--- src/rtl/program_sequencer_stack_if.sv ---
// Decoder <-> sequencer bundle: control strobes and jump field in, fetch address and stack status out.
interface program_sequencer_stack_if #(
   parameter int ADDR_W      = 8,
   parameter int JMP_W       = 4,
   parameter int STACK_DEPTH = 4
);
   localparam int DW = $clog2(STACK_DEPTH + 1);

   logic              sync_reset;
   logic              jmp;
   logic              jmp_nz;
   logic              dont_jmp;
   logic              call;
   logic              ret;
   logic              hold;
   logic [JMP_W-1:0]  jmp_addr;
   logic [ADDR_W-1:0] pm_addr;
   logic [ADDR_W-1:0] pc;
   logic [DW-1:0]     stack_depth;
   logic              stack_ovf;
   logic              stack_unf;

   modport master (
      output sync_reset, jmp, jmp_nz, dont_jmp, call, ret, hold, jmp_addr,
      input  pm_addr, pc, stack_depth, stack_ovf, stack_unf
   );

   modport slave (
      input  sync_reset, jmp, jmp_nz, dont_jmp, call, ret, hold, jmp_addr,
      output pm_addr, pc, stack_depth, stack_ovf, stack_unf
   );
endinterface

--- src/rtl/program_sequencer_stack.sv ---
// Program sequencer: combinational fetch address, registered pc, call/return stack
// with sticky overflow/underflow flags and a fetch stall.
module program_sequencer_stack #(
   parameter int ADDR_W      = 8,
   parameter int JMP_W       = 4,
   parameter int STACK_DEPTH = 4,
   parameter bit COUNT_DOWN  = 1'b1
) (
   input logic                    clk,
   input logic                    reset,
   program_sequencer_stack_if.slave bus
);
   localparam int DW = $clog2(STACK_DEPTH + 1);
   localparam int IW = (STACK_DEPTH > 1) ? $clog2(STACK_DEPTH) : 1;
   localparam logic [ADDR_W-1:0] START = COUNT_DOWN ? {ADDR_W{1'b1}} : {ADDR_W{1'b0}};

   typedef enum logic [2:0] {
      SRC_START,
      SRC_JMP,
      SRC_CALL,
      SRC_RET,
      SRC_HOLD,
      SRC_SEQ
   } src_e;

   logic [ADDR_W-1:0] pc_q;
   logic [DW-1:0]     depth_q;
   logic              ovf_q;
   logic              unf_q;
   logic [ADDR_W-1:0] stk [STACK_DEPTH];

   logic [ADDR_W-1:0] seq;
   logic [ADDR_W-1:0] target;
   logic [ADDR_W-1:0] top;
   logic [ADDR_W-1:0] pm_addr;
   logic              empty;
   logic              full;
   logic              ret_unf;
   src_e              src;

   assign seq    = COUNT_DOWN ? pc_q - ADDR_W'(1) : pc_q + ADDR_W'(1);
   assign target = ADDR_W'(bus.jmp_addr) << (ADDR_W - JMP_W);
   assign empty  = (depth_q == '0);
   assign full   = (depth_q == DW'(STACK_DEPTH));
   // Only meaningful when not empty; the mux below never selects it otherwise.
   assign top    = stk[IW'(depth_q - DW'(1))];

   always_comb begin
      src = SRC_SEQ;
      if (reset || bus.sync_reset)          src = SRC_START;
      else if (bus.jmp)                     src = SRC_JMP;
      else if (bus.jmp_nz && !bus.dont_jmp) src = SRC_JMP;
      else if (bus.call)                    src = SRC_CALL;
      else if (bus.ret && !empty)           src = SRC_RET;
      else if (bus.hold)                    src = SRC_HOLD;
   end

   // A ret that reaches the stack with nothing on it falls through to hold/seq.
   assign ret_unf = bus.ret && empty && (src == SRC_SEQ || src == SRC_HOLD);

   always_comb begin
      pm_addr = seq;
      case (src)
         SRC_START: pm_addr = START;
         SRC_JMP:   pm_addr = target;
         SRC_CALL:  pm_addr = target;
         SRC_RET:   pm_addr = top;
         SRC_HOLD:  pm_addr = pc_q;
         default:   pm_addr = seq;
      endcase
   end

   always_ff @(posedge clk or posedge reset) begin
      if (reset) begin
         pc_q    <= START;
         depth_q <= '0;
         ovf_q   <= 1'b0;
         unf_q   <= 1'b0;
      end else begin
         pc_q <= pm_addr;
         if (bus.sync_reset) begin
            depth_q <= '0;
            ovf_q   <= 1'b0;
            unf_q   <= 1'b0;
         end else begin
            if (src == SRC_CALL) begin
               if (full) ovf_q <= 1'b1;
               else      depth_q <= depth_q + DW'(1);
            end else if (src == SRC_RET) begin
               depth_q <= depth_q - DW'(1);
            end
            if (ret_unf) unf_q <= 1'b1;
         end
      end
   end

   // Stack storage has no reset; depth alone defines which entries are valid.
   always_ff @(posedge clk) begin
      if (src == SRC_CALL && !full) stk[IW'(depth_q)] <= seq;
   end

   assign bus.pm_addr     = pm_addr;
   assign bus.pc          = pc_q;
   assign bus.stack_depth = depth_q;
   assign bus.stack_ovf   = ovf_q;
   assign bus.stack_unf   = unf_q;
endmodule

--- src/flat_wrapper.sv ---
// flat-port wrapper written by rule: the top's interface ports become plain ports
module program_sequencer_stack_flat 
#(
   parameter int ADDR_W      = 8,
   parameter int JMP_W       = 4,
   parameter int STACK_DEPTH = 4,
   parameter bit COUNT_DOWN  = 1'b1
)
  (clk, reset, bus_sync_reset, bus_jmp, bus_jmp_nz, bus_dont_jmp, bus_call, bus_ret, bus_hold, bus_jmp_addr, bus_pm_addr, bus_pc, bus_stack_depth, bus_stack_ovf, bus_stack_unf);
  program_sequencer_stack_if #(.ADDR_W(ADDR_W), .JMP_W(JMP_W), .STACK_DEPTH(STACK_DEPTH)) bus_i ();
  input logic clk;
  input logic reset;
  input wire logic [$bits(bus_i.sync_reset)-1:0] bus_sync_reset;
  input wire logic [$bits(bus_i.jmp)-1:0] bus_jmp;
  input wire logic [$bits(bus_i.jmp_nz)-1:0] bus_jmp_nz;
  input wire logic [$bits(bus_i.dont_jmp)-1:0] bus_dont_jmp;
  input wire logic [$bits(bus_i.call)-1:0] bus_call;
  input wire logic [$bits(bus_i.ret)-1:0] bus_ret;
  input wire logic [$bits(bus_i.hold)-1:0] bus_hold;
  input wire logic [$bits(bus_i.jmp_addr)-1:0] bus_jmp_addr;
  output wire logic [$bits(bus_i.pm_addr)-1:0] bus_pm_addr;
  output wire logic [$bits(bus_i.pc)-1:0] bus_pc;
  output wire logic [$bits(bus_i.stack_depth)-1:0] bus_stack_depth;
  output wire logic [$bits(bus_i.stack_ovf)-1:0] bus_stack_ovf;
  output wire logic [$bits(bus_i.stack_unf)-1:0] bus_stack_unf;
  assign bus_i.sync_reset = bus_sync_reset;
  assign bus_i.jmp = bus_jmp;
  assign bus_i.jmp_nz = bus_jmp_nz;
  assign bus_i.dont_jmp = bus_dont_jmp;
  assign bus_i.call = bus_call;
  assign bus_i.ret = bus_ret;
  assign bus_i.hold = bus_hold;
  assign bus_i.jmp_addr = bus_jmp_addr;
  assign bus_pm_addr = bus_i.pm_addr;
  assign bus_pc = bus_i.pc;
  assign bus_stack_depth = bus_i.stack_depth;
  assign bus_stack_ovf = bus_i.stack_ovf;
  assign bus_stack_unf = bus_i.stack_unf;
  program_sequencer_stack #(.ADDR_W(ADDR_W), .JMP_W(JMP_W), .STACK_DEPTH(STACK_DEPTH), .COUNT_DOWN(COUNT_DOWN)) u_core (.clk(clk), .reset(reset), .bus(bus_i));
endmodule
--- config.mk ---
export PLATFORM = sky130hd
export DESIGN_NAME = program_sequencer_stack_flat
export DESIGN_NICKNAME = d
export VERILOG_FILES = /design/src/rtl/program_sequencer_stack_if.sv /design/src/rtl/program_sequencer_stack.sv /design/src/flat_wrapper.sv
export SDC_FILE = /design/constraint.sdc
export NUM_CORES = 1
export LEC_CHECK = 0
export BUFFER_PORTS_ARGS = -buffer_cell sky130_fd_sc_hd__buf_4
export CAP_MARGIN = 0
export CORE_MARGIN = 3
export CORE_UTILIZATION = 51
export CTS_CLUSTER_SIZE = 40
export DETAILED_ROUTE_END_ITERATION = 8
export PLACE_DENSITY = 0.7
export SLEW_MARGIN = 10
export SYNTH_ARGS = -nofsm -noshare
export SYNTH_HDL_FRONTEND = slang
export SYNTH_SLANG_ARGS = --single-unit
export TNS_END_PERCENT = 1
--- constraint.sdc ---
create_clock -name clk -period 3.3 [get_ports clk]
set_input_delay 0.66 -clock clk [delete_from_list [all_inputs] [get_ports clk]]
set_output_delay 0.66 -clock clk [all_outputs]
set_load 0.01 [all_outputs]
==> impl_metrics.tcl, run 1 <==
set metrics [dict create \
    wl_met2_microns 2100 \
    placeableCoreArea_sq_um 4030 \
    grt_setup_unrepaired "no" \
    gr-usage-all-layers_pct 18.7 \
    crit_fanout 12 \
    die_width_microns 71.0 \
    period_share_pct 95.3 \
    dieArea_sq_um 5040 \
    yosys_register_bits 45 \
    capturing_element_type_of_the_critical_path "primary output" \
    number_of_nets_in_the_final_layout 209 \
    final_worst_setup_slack_ns 0.156 \
    route.detailed.vias_per_inst 5.73 \
    timing.final.max_slew_violations 0 \
    layout-area-overhead-vs-synth_pct 17.1 \
    report.final.hold_viol_count 0 \
    post_cts.repair.setup_buffers 0 \
    synthSimpleGateAreaFrac_pct 11.1 \
    cts_sinks 45 \
    max-slew-margin-rel_pct 67.0 \
    initial_utilization_pct 53.5 \
    setup.worst_path.class "flop to primary output" \
    power.leakage_uw 0.000954 \
    totalPowerFinal_uw 1090 \
    antenna_violating_nets_post_route 0 \
    power_density_nw_per_um2 432 \
    gp_congestion 0.823 \
    final_core_util_pct 62.7 \
    antenna_found_initial 0 \
    grt_remaining_overflow 0 \
    synth_compound_gate_area_share_pct 7.37 \
    max_clock_freq_ghz 0.318 \
    netlist_instances 156 \
    yosys_warnings 0 \
    numCtsBuffers 5 \
    cts_tree "built" \
    worst_slew_pin_slew_ns 0.494 \
    clock_tree.buffer_depth 2 \
    r2r.worst_path.cells 7 \
    grt_pass1_vias 1434 \
    routed.top_layer "met4" \
    run_status "finished, final reports clean" \
    finalNonFillerCells 241 \
    syn_nets 175 \
    skew_ns 0.0133 \
    drtPass1Iterations 4 \
    regToRegSetupSlack_ns 0.97 \
    final_layout_size_suffix_gt1_share_pct 34.6 \
    fp-row-count 23 \
    grt_max_degree 14 \
    max_cap_violations 0 \
    netlist_area_sq_um 2160 \
    route.vias.total 1382 \
    data_arrival_time_of_the_worst_path_ns 2.48 \
    worstHoldPathType "input pin to async pin" \
    place_inst 233 \
    detailedRoute.firstIterationViolations 139 \
    cp_data_required_time_ns 2.64 \
    pre_cts_ws_ns 0.376 \
    clockRootBuffer "clkbuf_8" \
    post_layout_min_period_ns 3.14 \
    ys_seq_area_share_pct 60.1 \
    drt-wirelength-per-cell_microns 18.4 \
    num_io_pins 34 \
    met3_length_microns 249 \
    cts.htree.levels 2 \
    dp_hpwl_microns 3260 \
    clk_transition_reported_paths_ns 0.09 \
    r2r-end "u_core.bus.stack_depth[2]" \
    holdBufCountCts 0 \
    insertion_delay_ns 0.30 \
    detail_route.wirelength.met1_microns 2010 \
    synth_xor_area_share_pct 4.47 \
    finalSetupTns_ns 0 \
    setup_violations 0 \
    adder_cell_share_of_the_synthesized_area_pct 3.48 \
    antenna-diode-count 0 \
    critical_path.startpoint_type "flop" \
    worstReg2RegStart "u_core.bus.stack_depth[1]" \
    vdd_ir_drop_max_mv 0.328 \
    synth_cell_types 40 \
    drc 0 \
    muxShareOfSynthArea_pct 10.3 \
    postSynthAreaPerCell_sq_um 13.8 \
    io_buffers 33 \
    wl_microns 4430 \
    grt_pass1_wl_microns 7200 \
    combinational_family_with_the_most_area_after_synthesis "simple AND/OR/NAND/NOR gates" \
    post_cts_resized 0 \
    die_h_microns 71.0 \
]
## area by class of cell
type / count / area [sq um]
clock buffer: 6 / 72.6
clock inverter: 2 / 10.0
fill: 318 / 1500
inverter: 8 / 30.0
multi-input combinational: 95 / 791
sequential: 45 / 1300
tap: 50 / 62.6
timing repair buffer: 35 / 263
## how the worst max path moves through the flow
stage                           to  cells after the start                       from  slack (ns)
global placement    bus_pm_addr[6]                      6                 bus_jmp_nz        0.41
CTS                 bus_pm_addr[6]                      7  u_core.bus.stack_depth[1]        0.16
floorplan           bus_pm_addr[7]                      7  u_core.bus.stack_depth[0]        0.48
finish              bus_pm_addr[6]                      7  u_core.bus.stack_depth[1]        0.16
detailed placement  bus_pm_addr[6]                      6                 bus_jmp_nz        0.38
global route        bus_pm_addr[6]                      7  u_core.bus.stack_depth[1]        0.03
## critical path, stage by stage, from the launching register on
cell and delay [ns]:
dfrtp_1 0.43, inv_1 0.12, ha_1 0.27, nand2b_1 0.12, and2_1 0.30, or4_2 0.64, a2bb2oi_1 0.16, buf_4 0.15
## placed cells by master, fill, tap and decap left out, types with 6 or more instances in the layout
cell	instances
o21ai_0	7
buf_4	35
xnor2_1	7
inv_1	8
edfxtp_1	32
a21oi_1	7
mux4_2	8
ha_1	6
nand2_1	6
dfstp_2	8
nor2_1	13
## power breakdown
group,leakage (uW),internal (uW),total [uW],switching (uW)
sequential,0.000431,622,633,11.6
clock,0.0000450,147,327,181
combinational,0.000479,58.2,129,71.1
## kinds of logic after synthesis
group | after synthesis
AOI/OAI and AO/OA | 25
DFF | 45
xor gates and xnor gates | 11
muxes | 12
adders and majority gates | 6
buffers and inverters | 16
and+or+nand+nor | 41
## state kept, by name, summed over array words and instances, names as in the netlist
| register | cells |
|---|---|
| u_core.bus.stack_ovf | 1 |
| u_core.bus.stack_depth | 3 |
| u_core.bus.pc | 8 |
| u_core.bus.stack_unf | 1 |
| u_core.stk | 32 |
## through the flow
stage,hold WS [ns],instance area [sq um]
after CTS,0.413,2520
after global placement,0.490,2440
after global routing,0.442,2520
after detailed placement,0.494,2440
after floorplan,0.529,2160
final,0.397,2520
## Yosys cell counts
| cell | instances | share of area (%) |
|---|---|---|
| mux4_2 | 8 | 8.4 |
| a221oi_1 | 1 | 0.41 |
| clkbuf_1 | 6 | 1.0 |
| a311o_2 | 1 | 0.52 |
| o211ai_1 | 2 | 0.70 |
| mux2i_1 | 3 | 1.4 |
| nor2b_1 | 2 | 0.58 |
| edfxtp_1 | 32 | 45 |
| nor3_1 | 3 | 0.70 |
| o211a_1 | 1 | 0.46 |
| xor2_1 | 4 | 1.6 |
| nor4_1 | 1 | 0.29 |
| o21ai_0 | 7 | 1.6 |
| a21oi_1 | 7 | 1.6 |
| dfrtp_1 | 5 | 5.8 |
| inv_1 | 8 | 1.4 |
| or4_2 | 1 | 0.41 |
| or3_1 | 1 | 0.29 |
| nor4b_1 | 3 | 1.2 |
| o31ai_1 | 1 | 0.35 |
| and3_2 | 3 | 1.0 |
| buf_6 | 1 | 0.52 |
| a22oi_1 | 1 | 0.35 |
| or2_1 | 1 | 0.29 |
| xnor2_1 | 7 | 2.8 |
| buf_2 | 1 | 0.23 |
| a21o_1 | 1 | 0.35 |
| nand3_1 | 1 | 0.23 |
| nor2_1 | 13 | 2.3 |
| mux2_2 | 1 | 0.52 |
| and2_1 | 1 | 0.29 |
| a2bb2oi_1 | 1 | 0.41 |
| nor4b_4 | 1 | 1.1 |
| nand2b_1 | 2 | 0.58 |
| nand4_1 | 1 | 0.29 |
| nand2_1 | 6 | 1.0 |
| ha_1 | 6 | 3.5 |
| and3b_2 | 1 | 0.46 |
| dfstp_2 | 8 | 9.8 |
| a31oi_1 | 2 | 0.58 |
## routing by layer
layer  global-route usage (%)  vias up
li1                         -      646
met1                     24.7      692
met2                     29.6       37
met3                     5.68        7
met4                     6.89        0
met5                        0        -
Power figures use the tool's default switching activity.
==> run 2, diff against run 1 <==
--- a/config.mk
+++ b/config.mk
@@ -8,10 +8,10 @@
 export BUFFER_PORTS_ARGS = -buffer_cell sky130_fd_sc_hd__buf_4
 export CAP_MARGIN = 0
 export CORE_MARGIN = 3
-export CORE_UTILIZATION = 51
+export CORE_UTILIZATION = 50
 export CTS_CLUSTER_SIZE = 40
 export DETAILED_ROUTE_END_ITERATION = 8
-export PLACE_DENSITY = 0.7
+export PLACE_DENSITY = 0.72
 export SLEW_MARGIN = 10
 export SYNTH_ARGS = -nofsm -noshare
 export SYNTH_HDL_FRONTEND = slang
==> constraint.sdc (replaced) <==
create_clock -name clk -period 2.7 [get_ports clk]
set_input_delay 0.54 -clock clk [delete_from_list [all_inputs] [get_ports clk]]
set_output_delay 0.54 -clock clk [all_outputs]
set_load 0.01 [all_outputs]
==> impl_metrics.tcl, run 2 (synthesis gave the netlist of run 1 again) <==
set metrics [dict create \
    run_status "finished, final reports clean" \
    gp_congestion 0.811 \
    vdd_ir_drop_max_mv 0.362 \
    layout_commonest_cell "buf_4" \
    gr-usage-all-layers_pct 18.8 \
    pre_cts_ws_ns 0.115 \
    largest_register_ffs 32 \
    grt_pass1_vias 1375 \
    num_io_pins 34 \
    grt_pass1_wl_microns 7080 \
    placeableCoreArea_sq_um 4090 \
    regToRegSetupSlack_ns 0.60 \
    cts_tree "built" \
    mostFrequentLayoutCells "buf_4 (43), edfxtp_1 (32), nor2_1 (13), mux4_2 (8), dfstp_2 (8)" \
    route.vias.total 1429 \
    crit_fanout 3 \
    worstReg2RegStart "u_core.bus.stack_depth[0]" \
    report.final.hold_viol_count 0 \
    r2r-end "u_core.bus.stack_depth[2]" \
    fp-row-count 23 \
    cp_data_required_time_ns 2.16 \
    drt-wirelength-per-cell_microns 18.5 \
    grt_remaining_overflow 0 \
    die_width_microns 71.7 \
    cts.htree.levels 2 \
    initial_utilization_pct 52.8 \
    setup.worst_path.class "flop to primary output" \
    final_worst_setup_slack_ns 0.0459 \
    detailedRoute.firstIterationViolations 94 \
    r2r.worst_path.cells 8 \
    wl_microns 4610 \
    clock_tree.buffer_depth 2 \
    critical_path.startpoint_type "flop" \
    max_cap_violations 0 \
    worst_slew_pin_slew_ns 0.508 \
    dp_hpwl_microns 3270 \
    numCtsBuffers 5 \
    power.leakage_uw 0.000998 \
    grt_max_degree 14 \
    clockRootBuffer "clkbuf_8" \
    number_of_nets_in_the_final_layout 217 \
    capturing_element_type_of_the_critical_path "primary output" \
    max-slew-margin-rel_pct 66.1 \
    dieArea_sq_um 5140 \
    drc 0 \
    setup_violations 0 \
    insertion_delay_ns 0.30 \
    skew_ns 0.00919 \
    final_layout_size_suffix_gt1_share_pct 42.2 \
    drtPass1Iterations 4 \
    antenna_violating_nets_post_route 0 \
    power_density_nw_per_um2 514 \
    route.detailed.vias_per_inst 5.74 \
    die_h_microns 71.7 \
    data_arrival_time_of_the_worst_path_ns 2.11 \
    antenna_found_initial 0 \
    nFillCells 309 \
    timing.final.max_slew_violations 0 \
    largest_register "u_core.stk" \
    cts_sinks 45 \
    period_share_pct 98.3 \
    finalNonFillerCells 249 \
    grt_setup_unrepaired "yes" \
    worstHoldPathType "input pin to async pin" \
    clk_transition_reported_paths_ns 0.08 \
    post_layout_min_period_ns 2.65 \
    final_core_util_pct 64.4 \
    place_inst 238 \
    max_clock_freq_ghz 0.377 \
    antenna-diode-count 0 \
    layout-area-overhead-vs-synth_pct 22.0 \
    io_buffers 33 \
]
run 2: changes by cell type in the layout (fill, tap and decap cells not counted), sizes merged:
cell	previous run	this run
buf	35	43
run 2: metal layers:
metal  vias up  global-route usage (%)  wire, microns
li1        665                       -              -
met1       700                    25.3           1980
met2        53                    29.0           2220
met3        11                    5.05            302
met4         0                    7.93            100
met5         -                       0              0
run 2: layout make-up:
type	instances	area (sq um)	area share, %
tap	50	62.6	2.38
clock inverter	2	10.0	0.381
timing repair buffer	43	323	12.3
clock buffer	6	72.6	2.76
multi-input combinational	95	836	31.8
inverter	8	30.0	1.14
sequential	45	1300	49.3
run 2: how the worst max path moves through the flow:
stage,to,startpoint,slack (ns),cells past startpoint
floorplan,bus_pm_addr[7],u_core.bus.stack_depth[0],0.002,7
global placement,bus_pm_addr[6],bus_jmp_nz,0.15,6
detailed placement,bus_pm_addr[6],bus_jmp_nz,0.11,6
CTS,bus_pm_addr[6],u_core.bus.stack_depth[0],-0.02,7
global route,bus_pm_addr[6],u_core.bus.stack_depth[0],-0.04,7
finish,bus_pm_addr[6],u_core.bus.stack_depth[0],0.05,7
run 2: timing repair:
| item | CTS | global route |
|---|---|---|
| setup endpoints to repair | 8 | 7 |
| gates resized for setup | 6 | 7 |
| hold buffers | 0 | 0 |
| endpoints found under the hold margin | 0 | 0 |
| setup buffers | 1 | 2 |
run 2: worst max-delay path, cell delays in order, from the launching register on:
cell and delay (ns):
dfrtp_1 0.40, inv_2 0.10, ha_4 0.16, nand2b_4 0.06, and2_4 0.16, or4_2 0.63
a2bb2oi_2 0.16, buf_4 0.15
run 2: metrics by stage:
| step | area (sq um) | hold slack [ns] | total power (uW) | setup TNS, ns |
|---|---|---|---|---|
| 3_3_place_gp | 2480 | 0.482 | 946 | 0 |
| 3_5_place_dp | 2480 | 0.497 | 953 | 0 |
| 5_1_grt | 2630 | 0.332 | 1410 | -0.0480 |
| 4_1_cts | 2580 | 0.299 | 1350 | -0.0202 |
| 6_report | 2630 | 0.284 | 1350 | 0 |
| 2_1_floorplan | 2160 | 0.411 | 879 | 0 |
run 2: report_power, final:
| part | switching [uW] | internal, uW |
|---|---|---|
| Clock | 219 | 179 |
| Combinational | 92.2 | 84.9 |
| Sequential | 15.1 | 760 |
==> run 3, diff against run 2 <==
--- a/config.mk
+++ b/config.mk
@@ -11,7 +11,7 @@
 export CORE_UTILIZATION = 50
 export CTS_CLUSTER_SIZE = 40
 export DETAILED_ROUTE_END_ITERATION = 8
-export PLACE_DENSITY = 0.72
+export PLACE_DENSITY = 0.87
 export SLEW_MARGIN = 10
 export SYNTH_ARGS = -nofsm -noshare
 export SYNTH_HDL_FRONTEND = slang
==> impl_metrics.tcl, run 3 (synthesis gave the netlist of run 1 again) <==
set metrics [dict create \
    clk_transition_reported_paths_ns 0.08 \
    data_arrival_time_of_the_worst_path_ns 2.13 \
    drc 0 \
    setup_violations 0 \
    placeableCoreArea_sq_um 4090 \
    finalInstanceArea_sq_um 2660 \
    gp_congestion 0.815 \
    final_layout_size_suffix_gt1_share_pct 42.4 \
    max_cap_violations 0 \
    max-slew-margin-rel_pct 64.2 \
    report.final.hold_viol_count 0 \
    grt_pass1_vias 1432 \
    worst_slew_pin_slew_ns 0.536 \
    antenna_found_initial 0 \
    fp-row-count 23 \
    drt-wirelength-per-cell_microns 18.8 \
    nFillCells 314 \
    detailedRoute.firstIterationViolations 116 \
    clockRootBuffer "clkbuf_8" \
    power.leakage_uw 0.00100 \
    wl_microns 4660 \
    clock_tree.buffer_depth 2 \
    initial_utilization_pct 52.8 \
    timing.final.max_slew_violations 0 \
    worstHoldPathType "input pin to async pin" \
    capturing_element_type_of_the_critical_path "primary output" \
    cts.htree.levels 2 \
    num_io_pins 34 \
    largest_register_ffs 32 \
    largest_register "u_core.stk" \
    max_clock_freq_ghz 0.375 \
    post_layout_min_period_ns 2.67 \
    antenna_violating_nets_post_route 0 \
    grt_setup_unrepaired "yes" \
    totalPowerFinal_uw 1470 \
    grt_remaining_overflow 0 \
    gr-usage-all-layers_pct 19.4 \
    layout_commonest_cell "buf_4" \
    antenna-diode-count 0 \
    setup.worst_path.class "flop to primary output" \
    grt_pass1_wl_microns 7380 \
    die_width_microns 71.7 \
    cts_tree "built" \
    mostFrequentLayoutCells "buf_4 (41), edfxtp_1 (32), nor2_1 (13), mux4_2 (8), dfstp_2 (8)" \
    die_h_microns 71.7 \
    period_share_pct 98.9 \
    hold-worst-slack_ns 0.306 \
    insertion_delay_ns 0.29 \
    dp_hpwl_microns 3290 \
    drtPass1Iterations 4 \
    vdd_ir_drop_max_mv 0.396 \
    dieArea_sq_um 5140 \
    run_status "finished, final reports clean" \
    route.detailed.vias_per_inst 5.91 \
    crit_fanout 4 \
    cp_data_required_time_ns 2.16 \
    grt_max_degree 14 \
    numCtsBuffers 5 \
    io_buffers 33 \
    critical_path.startpoint_type "flop" \
    dpl_cell_area_sq_um 2490 \
    holdBufCountCts 0 \
    skew_ns 0.00474 \
    number_of_nets_in_the_final_layout 216 \
    power_density_nw_per_um2 551 \
    route.vias.total 1465 \
    layout-area-overhead-vs-synth_pct 23.4 \
    cts_sinks 45 \
]
## run 3: cell types whose count changed in the layout (fill, tap and decap cells not counted)
cell	previous run	this run
buf_4	43	41
clkinv_2	2	0
buf_6	0	1
bufinv_16	0	1
clkbuf_8	5	6
dfrtp_1	5	4
dfrtp_2	0	1
inv_2	3	2
inv_4	0	1
o31ai_1	1	0
o31ai_2	0	1
xnor2_1	6	7
xnor2_2	1	0
## run 3: routing by layer
| layer | GRT usage (%) | up-vias | routed length, microns |
|---|---|---|---|
| met2 | 30.1 | 54 | 2290 |
| li1 | - | 668 | - |
| met4 | 6.89 | 0 | 84 |
| met1 | 27.9 | 734 | 2030 |
| met3 | 2.95 | 9 | 253 |
| met5 | 0 | - | 0 |
## run 3: worst max-delay path, cell delays in order (launching register included)
cell       delay [ns]
dfrtp_1          0.40
inv_2            0.12
ha_4             0.16
nand2b_4         0.06
and2_4           0.15
or4_2            0.62
a2bb2oi_2        0.17
buf_4            0.15
## run 3: through the flow
step	util, %	instances	setup TNS (ns)	setup WS, ns
4_1_cts	64.0	247	-0.0157	-0.0157
3_3_place_gp	60.9	239	0	0.0782
6_report	65.1	248	0	0.0310
2_1_floorplan	-	156	0	0.00242
3_5_place_dp	60.9	239	0	0.0551
5_1_grt	65.1	248	-0.117	-0.0662
## run 3: worst paths after layout
check / from / end / slack, ns / cells after the start
hold reg to reg: u_core.bus.stack_ovf / u_core.bus.stack_ovf / 0.52 / 2
setup reg to reg: u_core.bus.stack_depth[0] / u_core.bus.stack_depth[2] / 0.53 / 8
hold / removal: reset / u_core.bus.stack_unf / 0.31 / 2
max in group asynchronous: reset / u_core.bus.stack_depth[1] / 2.01 / 2
min in group clk: bus_sync_reset / u_core.bus.stack_unf / 0.45 / 2
setup / recovery: u_core.bus.stack_depth[0] / bus_pm_addr[6] / 0.03 / 7
## run 3: power breakdown
part	internal (uW)	total, uW	switching [uW]
Clock	302	513	211
Combinational	85.2	177	92.0
Sequential	760	776	16.2
Total	1150	1470	320
## run 3: layout make-up
cell class	count	area [sq um]	area share (%)
Multi-Input combinational cell	95	833	31.3
Clock inverter	1	30.0	1.13
Sequential cell	45	1300	48.8
Clock buffer	7	86.3	3.24
Timing Repair Buffer	42	319	12.0
Tap cell	50	62.6	2.35
Inverter	8	32.5	1.22
## run 3: repair_timing
item / CTS / global route
gates resized for setup: 6 / 10
endpoints found under the hold margin: 0 / 0
pin swaps: 0 / 1
endpoints found under the setup margin: 7 / 7
buffers inserted: 0 / 1
